**config.mk**
```make
export PLATFORM = sky130hd
export DESIGN_NAME = vg_pc_flat
export DESIGN_NICKNAME = d
export VERILOG_FILES = /design/src/rtl/vg_pkg.sv /design/src/rtl/vg_pc_if.sv /design/src/rtl/vg_pc_stack.sv /design/src/rtl/vg_pc.sv /design/src/flat_wrapper.sv
export SDC_FILE = /design/constraint.sdc
export NUM_CORES = 1
export LEC_CHECK = 0
export ABC_AREA = 1
export CAP_MARGIN = 30
export CORE_AREA = 2 2 80 82
export CTS_CLUSTER_SIZE = 24
export DETAILED_ROUTE_END_ITERATION = 10
export DIE_AREA = 0 0 82 84
export PLACE_DENSITY = 0.83
export SKIP_LAST_GASP = 1
export SYNTH_ARGS = -nofsm -noshare
export SYNTH_HDL_FRONTEND = slang
export SYNTH_HIERARCHICAL = 1
export SYNTH_SLANG_ARGS = --single-unit
```
**constraint.sdc**
```tcl
create_clock -name clk -period 2.3 [get_ports clk]
set_input_delay 0.46 -clock clk [delete_from_list [all_inputs] [get_ports clk]]
set_output_delay 0.46 -clock clk [all_outputs]
set_load 0.05 [all_outputs]
```
**src/rtl/vg_pkg.sv**
```systemverilog
`default_nettype none
// ============================================================================
// Module   : vg_pkg
// Brief    : Shared types and constants for the vector-generator PC.
// Revision : 1.0
// ============================================================================
package vg_pkg;

    localparam int ADDR_W      = 12;
    localparam int STACK_DEPTH = 4;

    typedef logic [ADDR_W-1:0] vg_addr_t;

    typedef enum logic [2:0] {
        OP_HOLD = 3'd0,
        OP_INC  = 3'd1,
        OP_JUMP = 3'd2,
        OP_PUSH = 3'd3,
        OP_POP  = 3'd4
    } pc_op_t;

    // Strobe priority: load (jump/return) beats push beats fetch increment.
    function automatic pc_op_t decode_op(
        input logic dmaload,
        input logic load_pc,
        input logic dmapush,
        input logic latch0,
        input logic latch2
    );
        if (dmaload)
            return load_pc ? OP_JUMP : OP_POP;
        else if (dmapush)
            return OP_PUSH;
        else if (latch0 || latch2)
            return OP_INC;
        else
            return OP_HOLD;
    endfunction

endpackage
`default_nettype wire

```
**src/rtl/vg_pc_if.sv**
```systemverilog
`default_nettype none
// ============================================================================
// Module   : vg_pc_if
// Brief    : Strobe and address bus between the VG decoder and the PC.
// Revision : 1.0
// ============================================================================
interface vg_pc_if;
    import vg_pkg::*;

    vg_addr_t count_in;
    logic     dmaload;
    logic     load_pc;
    logic     dmapush;
    logic     latch0;
    logic     latch2;
    vg_addr_t count_out;

    modport master (
        output count_in, dmaload, load_pc, dmapush, latch0, latch2,
        input  count_out
    );

    modport slave (
        input  count_in, dmaload, load_pc, dmapush, latch0, latch2,
        output count_out
    );
endinterface
`default_nettype wire

```
**src/rtl/vg_pc_stack.sv**
```systemverilog
`default_nettype none
// ============================================================================
// Module   : vg_pc_stack
// Brief    : Return-address LIFO with a free-wrapping pointer (no flags).
// Revision : 1.0
// ============================================================================
module vg_pc_stack #(
    parameter int DEPTH = 4,
    parameter int W     = 12
) (
    input  wire logic         clk,
    input  wire logic         rst,
    input  wire logic         i_push,
    input  wire logic         i_pop,
    input  wire logic [W-1:0] i_wdata,
    output logic      [W-1:0] o_top
);
    localparam int SP_W = $clog2(DEPTH);

    logic [SP_W-1:0] r_sp;
    logic [W-1:0]    r_mem [DEPTH];
    logic [SP_W-1:0] w_top_idx;

    // Pointer arithmetic wraps naturally because DEPTH is a power of two.
    assign w_top_idx = r_sp - SP_W'(1);
    assign o_top     = r_mem[w_top_idx];

    always_ff @(posedge clk) begin
        if (rst) begin
            r_sp <= '0;
            for (int i = 0; i < DEPTH; i++)
                r_mem[i] <= '0;
        end else if (i_push) begin
            r_mem[r_sp] <= i_wdata;
            r_sp        <= r_sp + SP_W'(1);
        end else if (i_pop) begin
            r_sp <= w_top_idx;
        end
    end

endmodule
`default_nettype wire

```
**src/rtl/vg_pc.sv**
```systemverilog
`default_nettype none
// ============================================================================
// Module   : vg_pc
// Brief    : Vector-generator program counter with return-address stack.
// Revision : 1.0
// ============================================================================
module vg_pc
    import vg_pkg::*;
(
    input  wire logic clk,
    input  wire logic reset,
    vg_pc_if.slave    bus
);
    pc_op_t   w_op;
    vg_addr_t r_pc;
    vg_addr_t w_pc_next;
    vg_addr_t w_stack_top;

    assign w_op = decode_op(bus.dmaload, bus.load_pc, bus.dmapush,
                            bus.latch0, bus.latch2);

    vg_pc_stack #(
        .DEPTH (STACK_DEPTH),
        .W     (ADDR_W)
    ) u_stack (
        .clk     (clk),
        .rst     (reset),
        .i_push  (w_op == OP_PUSH),
        .i_pop   (w_op == OP_POP),
        .i_wdata (r_pc),
        .o_top   (w_stack_top)
    );

    always_comb begin
        w_pc_next = r_pc;
        case (w_op)
            OP_JUMP: w_pc_next = bus.count_in;
            OP_POP:  w_pc_next = w_stack_top;
            OP_INC:  w_pc_next = r_pc + ADDR_W'(1);
            default: w_pc_next = r_pc;
        endcase
    end

    always_ff @(posedge clk) begin
        if (reset)
            r_pc <= '0;
        else
            r_pc <= w_pc_next;
    end

    assign bus.count_out = r_pc;

endmodule
`default_nettype wire

```
**src/flat_wrapper.sv**
```systemverilog
// flat-port wrapper written by rule: the top's interface ports become plain ports
module vg_pc_flat import vg_pkg::*;
  (clk, reset, bus_count_in, bus_dmaload, bus_load_pc, bus_dmapush, bus_latch0, bus_latch2, bus_count_out);
  vg_pc_if bus_i ();
  input  wire logic clk;
  input  wire logic reset;
  input wire logic [$bits(bus_i.count_in)-1:0] bus_count_in;
  input wire logic [$bits(bus_i.dmaload)-1:0] bus_dmaload;
  input wire logic [$bits(bus_i.load_pc)-1:0] bus_load_pc;
  input wire logic [$bits(bus_i.dmapush)-1:0] bus_dmapush;
  input wire logic [$bits(bus_i.latch0)-1:0] bus_latch0;
  input wire logic [$bits(bus_i.latch2)-1:0] bus_latch2;
  output wire logic [$bits(bus_i.count_out)-1:0] bus_count_out;
  assign bus_i.count_in = bus_count_in;
  assign bus_i.dmaload = bus_dmaload;
  assign bus_i.load_pc = bus_load_pc;
  assign bus_i.dmapush = bus_dmapush;
  assign bus_i.latch0 = bus_latch0;
  assign bus_i.latch2 = bus_latch2;
  assign bus_count_out = bus_i.count_out;
  vg_pc u_core (.clk(clk), .reset(reset), .bus(bus_i));
endmodule
```
==> flow_metrics.py <==
metrics = {
    "clock_tree": {
        "cts_root_buffer": "clkbuf_8",
        "numCtsBuffers": 9,
        "htreeDepth": 3,
        "post_cts_buffers": 0,
        "clkTransAtPathRegs_ns": 0.07,
        "clk_latency_ns": 0.34,
        "cts_tree": "done",
        "clockBufferDepth": 2,
        "clock-sinks": 62,
        "post_cts_resized": 0,
        "ctsHoldBuffers": 0,
    },
    "sta": {
        "final.setup.tns_ns": 0,
        "tightestPinTransition_ns": 0.509,
        "fmax_mhz": 447,
        "setup_viol": 0,
        "clock_skew_ns": 0.00793,
        "relSlewSlack": 0.660,
        "slew_viol_final": 0,
        "post-route-period-util": 0.972,
        "rsz0062_at_grt": "no",
        "finalHoldViolations": 0,
        "final.min_clock_period_ns": 2.23,
    },
    "worst_setup_path": {
        "slowest_delay_ns": 0.88,
        "cp.arrival_ns": 1.77,
        "worst-path-max-fanout": 7,
        "critPathSlowestCell": "clkdlybuf4s50_1",
        "startpoint_type": "flip-flop",
        "crit_type": "reg -> out",
        "crit_chain": "clkdlybuf4s50_1",
        "path_buf_inv": 1,
        "critPathCaptureType": "output port",
        "path_delay_family": "buffers and inverters",
        "cp.required_ns": 1.84,
    },
    "worst_hold_path": {
        "min_path_type": "reg -> reg",
    },
    "floorplan": {
        "initial_core_util": 0.544,
        "die_area_sq_um": 6890,
        "ios": 31,
        "die_x_um": 82,
        "rows": 29,
        "coreArea_sq_um": 6100,
        "fp.dieH_um": 84,
    },
    "power_and_ir_drop": {
        "vdd_drop_max_v": 0.000361,
        "power_mw": 2.82,
        "p_leak_nw": 1.72,
        "p_per_area_nw_per_um2": 726,
    },
    "detailed_routing": {
        "drt_pass1_iterations": 6,
        "vias_per_cell": 5.57,
        "drt_iter0_markers": 300,
        "drc": 0,
        "routedWlPerCell_um": 15.5,
        "drt-total-wl_um": 7940,
        "ant_nets": 0,
        "vias": 2853,
    },
    "logic_synthesis": {
        "yosysSeqAreaShare": 0.519,
        "ys_seq_elements": 62,
        "synth_commonest_cells": "97 x nand2_1, 58 x nand3_1, 53 x nor2_1",
        "synth_ff_type": "edfxtp_1",
        "async_flop_share": 0,
        "yosys_warnings": 6,
        "synth_top_area_frac": 0.435,
        "synth-edff-count": 48,
        "avgSynthCellArea_sq_um": 8.42,
        "synth.distinct_cells": 26,
        "synthesis.area_sq_um": 3320,
        "syn-num-nets": 414,
        "post-synth-top-area-cell": "edfxtp_1",
        "syn_inst": 394,
        "synth_most_common_cell": "nand2_1",
        "yosys-top-cells-area": "edfxtp_1 43%, nand2_1 11%, nand3_1 8.8%",
    },
    "grt": {
        "grt_pass1_wl_um": 12700,
        "grt_max_degree": 29,
        "grt_pass1_vias": 2799,
        "grt.total_usage": 0.250,
        "antenna_found_initial": 0,
        "grt-ovfl-total": 0,
    },
    "flow_run": {
        "cap_violations": 0,
    },
    "outcome": {
        "status": "finished clean",
    },
    "placed_design": {
        "placed_area_sq_um": 3680,
        "hpwl_um": 5400,
        "numPortBuffers": 30,
        "dp_cells": 496,
        "place.gp.congestion": 0.922,
    },
    "finish": {
        "fin_nets": 450,
        "fin_area_sq_um": 3880,
        "layout.cells.non_filler": 512,
        "areaGrowthSynthToFinish_pct": 17.1,
        "drive_above_1_share": 0.129,
        "insertedDiodeCount": 0,
    },
}
## per-stage QoR
step                hold slack, ns  setup slack, ns   util
finish                       0.628           0.0653  0.637
global route                 0.669           0.0145  0.637
CTS                          0.630           0.0707  0.637
detailed placement           0.617            0.123  0.603
global placement             0.598            0.141  0.603
floorplan                    0.522            0.161      -
## cell families after synthesis
group	count (synthesis)	share of synthesized area
AO/OA/AOI/OAI	36	0.0585
AND/OR/NAND/NOR	235	0.325
buffers and inverters	60	0.0939
adder cells (fa/ha/maj)	1	0.00377
flip-flops	62	0.519
## registers in the layout, summed over array words and instances (netlist names)
register / flops
u_core/u_stack/r_mem: 48
u_core/bus.count_out: 12
u_core/u_stack/r_sp: 2
## cell usage in the layout (no fill, tap or decap), drive strengths merged
cell	count
clkbuf	12
clkinv	1
nand3	59
clkdlybuf4s50	30
nand4	4
a21oi	18
bufinv	2
ha	1
nand2	114
buf	11
o21a	1
clkinvlp	1
inv	44
edfxtp	48
dfxtp	14
nor2	57
o21ai	17
nor3	1
## path summary, 6_finish.rpt
check             depth (start not counted)  slack (ns)                  endpoint                      from
setup / recovery                          1        0.07          bus_count_out[2]   u_core/bus.count_out[2]
hold / removal                            2        0.63  u_core/bus.count_out[10]  u_core/bus.count_out[10]
setup reg to reg                          8        0.61   u_core/bus.count_out[5]    u_core/u_stack/r_sp[0]
hold reg to reg                           2        0.63  u_core/bus.count_out[10]  u_core/bus.count_out[10]
## layer usage
| metal | vias to the layer above | global-route usage | wire [um] |
|---|---|---|---|
| met5 | - | 0 | 0 |
| met3 | 25 | 0.0455 | 627 |
| met1 | 1338 | 0.301 | 3060 |
| met2 | 131 | 0.414 | 4010 |
| met4 | 0 | 0.136 | 247 |
| li1 | 1359 | - | - |
## power by group
group / internal (mW) / switching (mW) / leakage (nW) / total (mW)
Clock: 0.608 / 0.422 / 0.0982 / 1.03
Combinational: 0.154 / 0.310 / 1.00 / 0.464
Sequential: 1.27 / 0.0557 / 0.614 / 1.33
## layout make-up
type,count,area (sq um)
timing repair buffer,41,395
multi-input combinational,272,1280
tap,77,96.3
fill,495,2210
clock inverter,4,71.3
sequential,62,1720
clock buffer,12,135
inverter,44,180
Note: power is estimated with default switching activity, not from simulation.
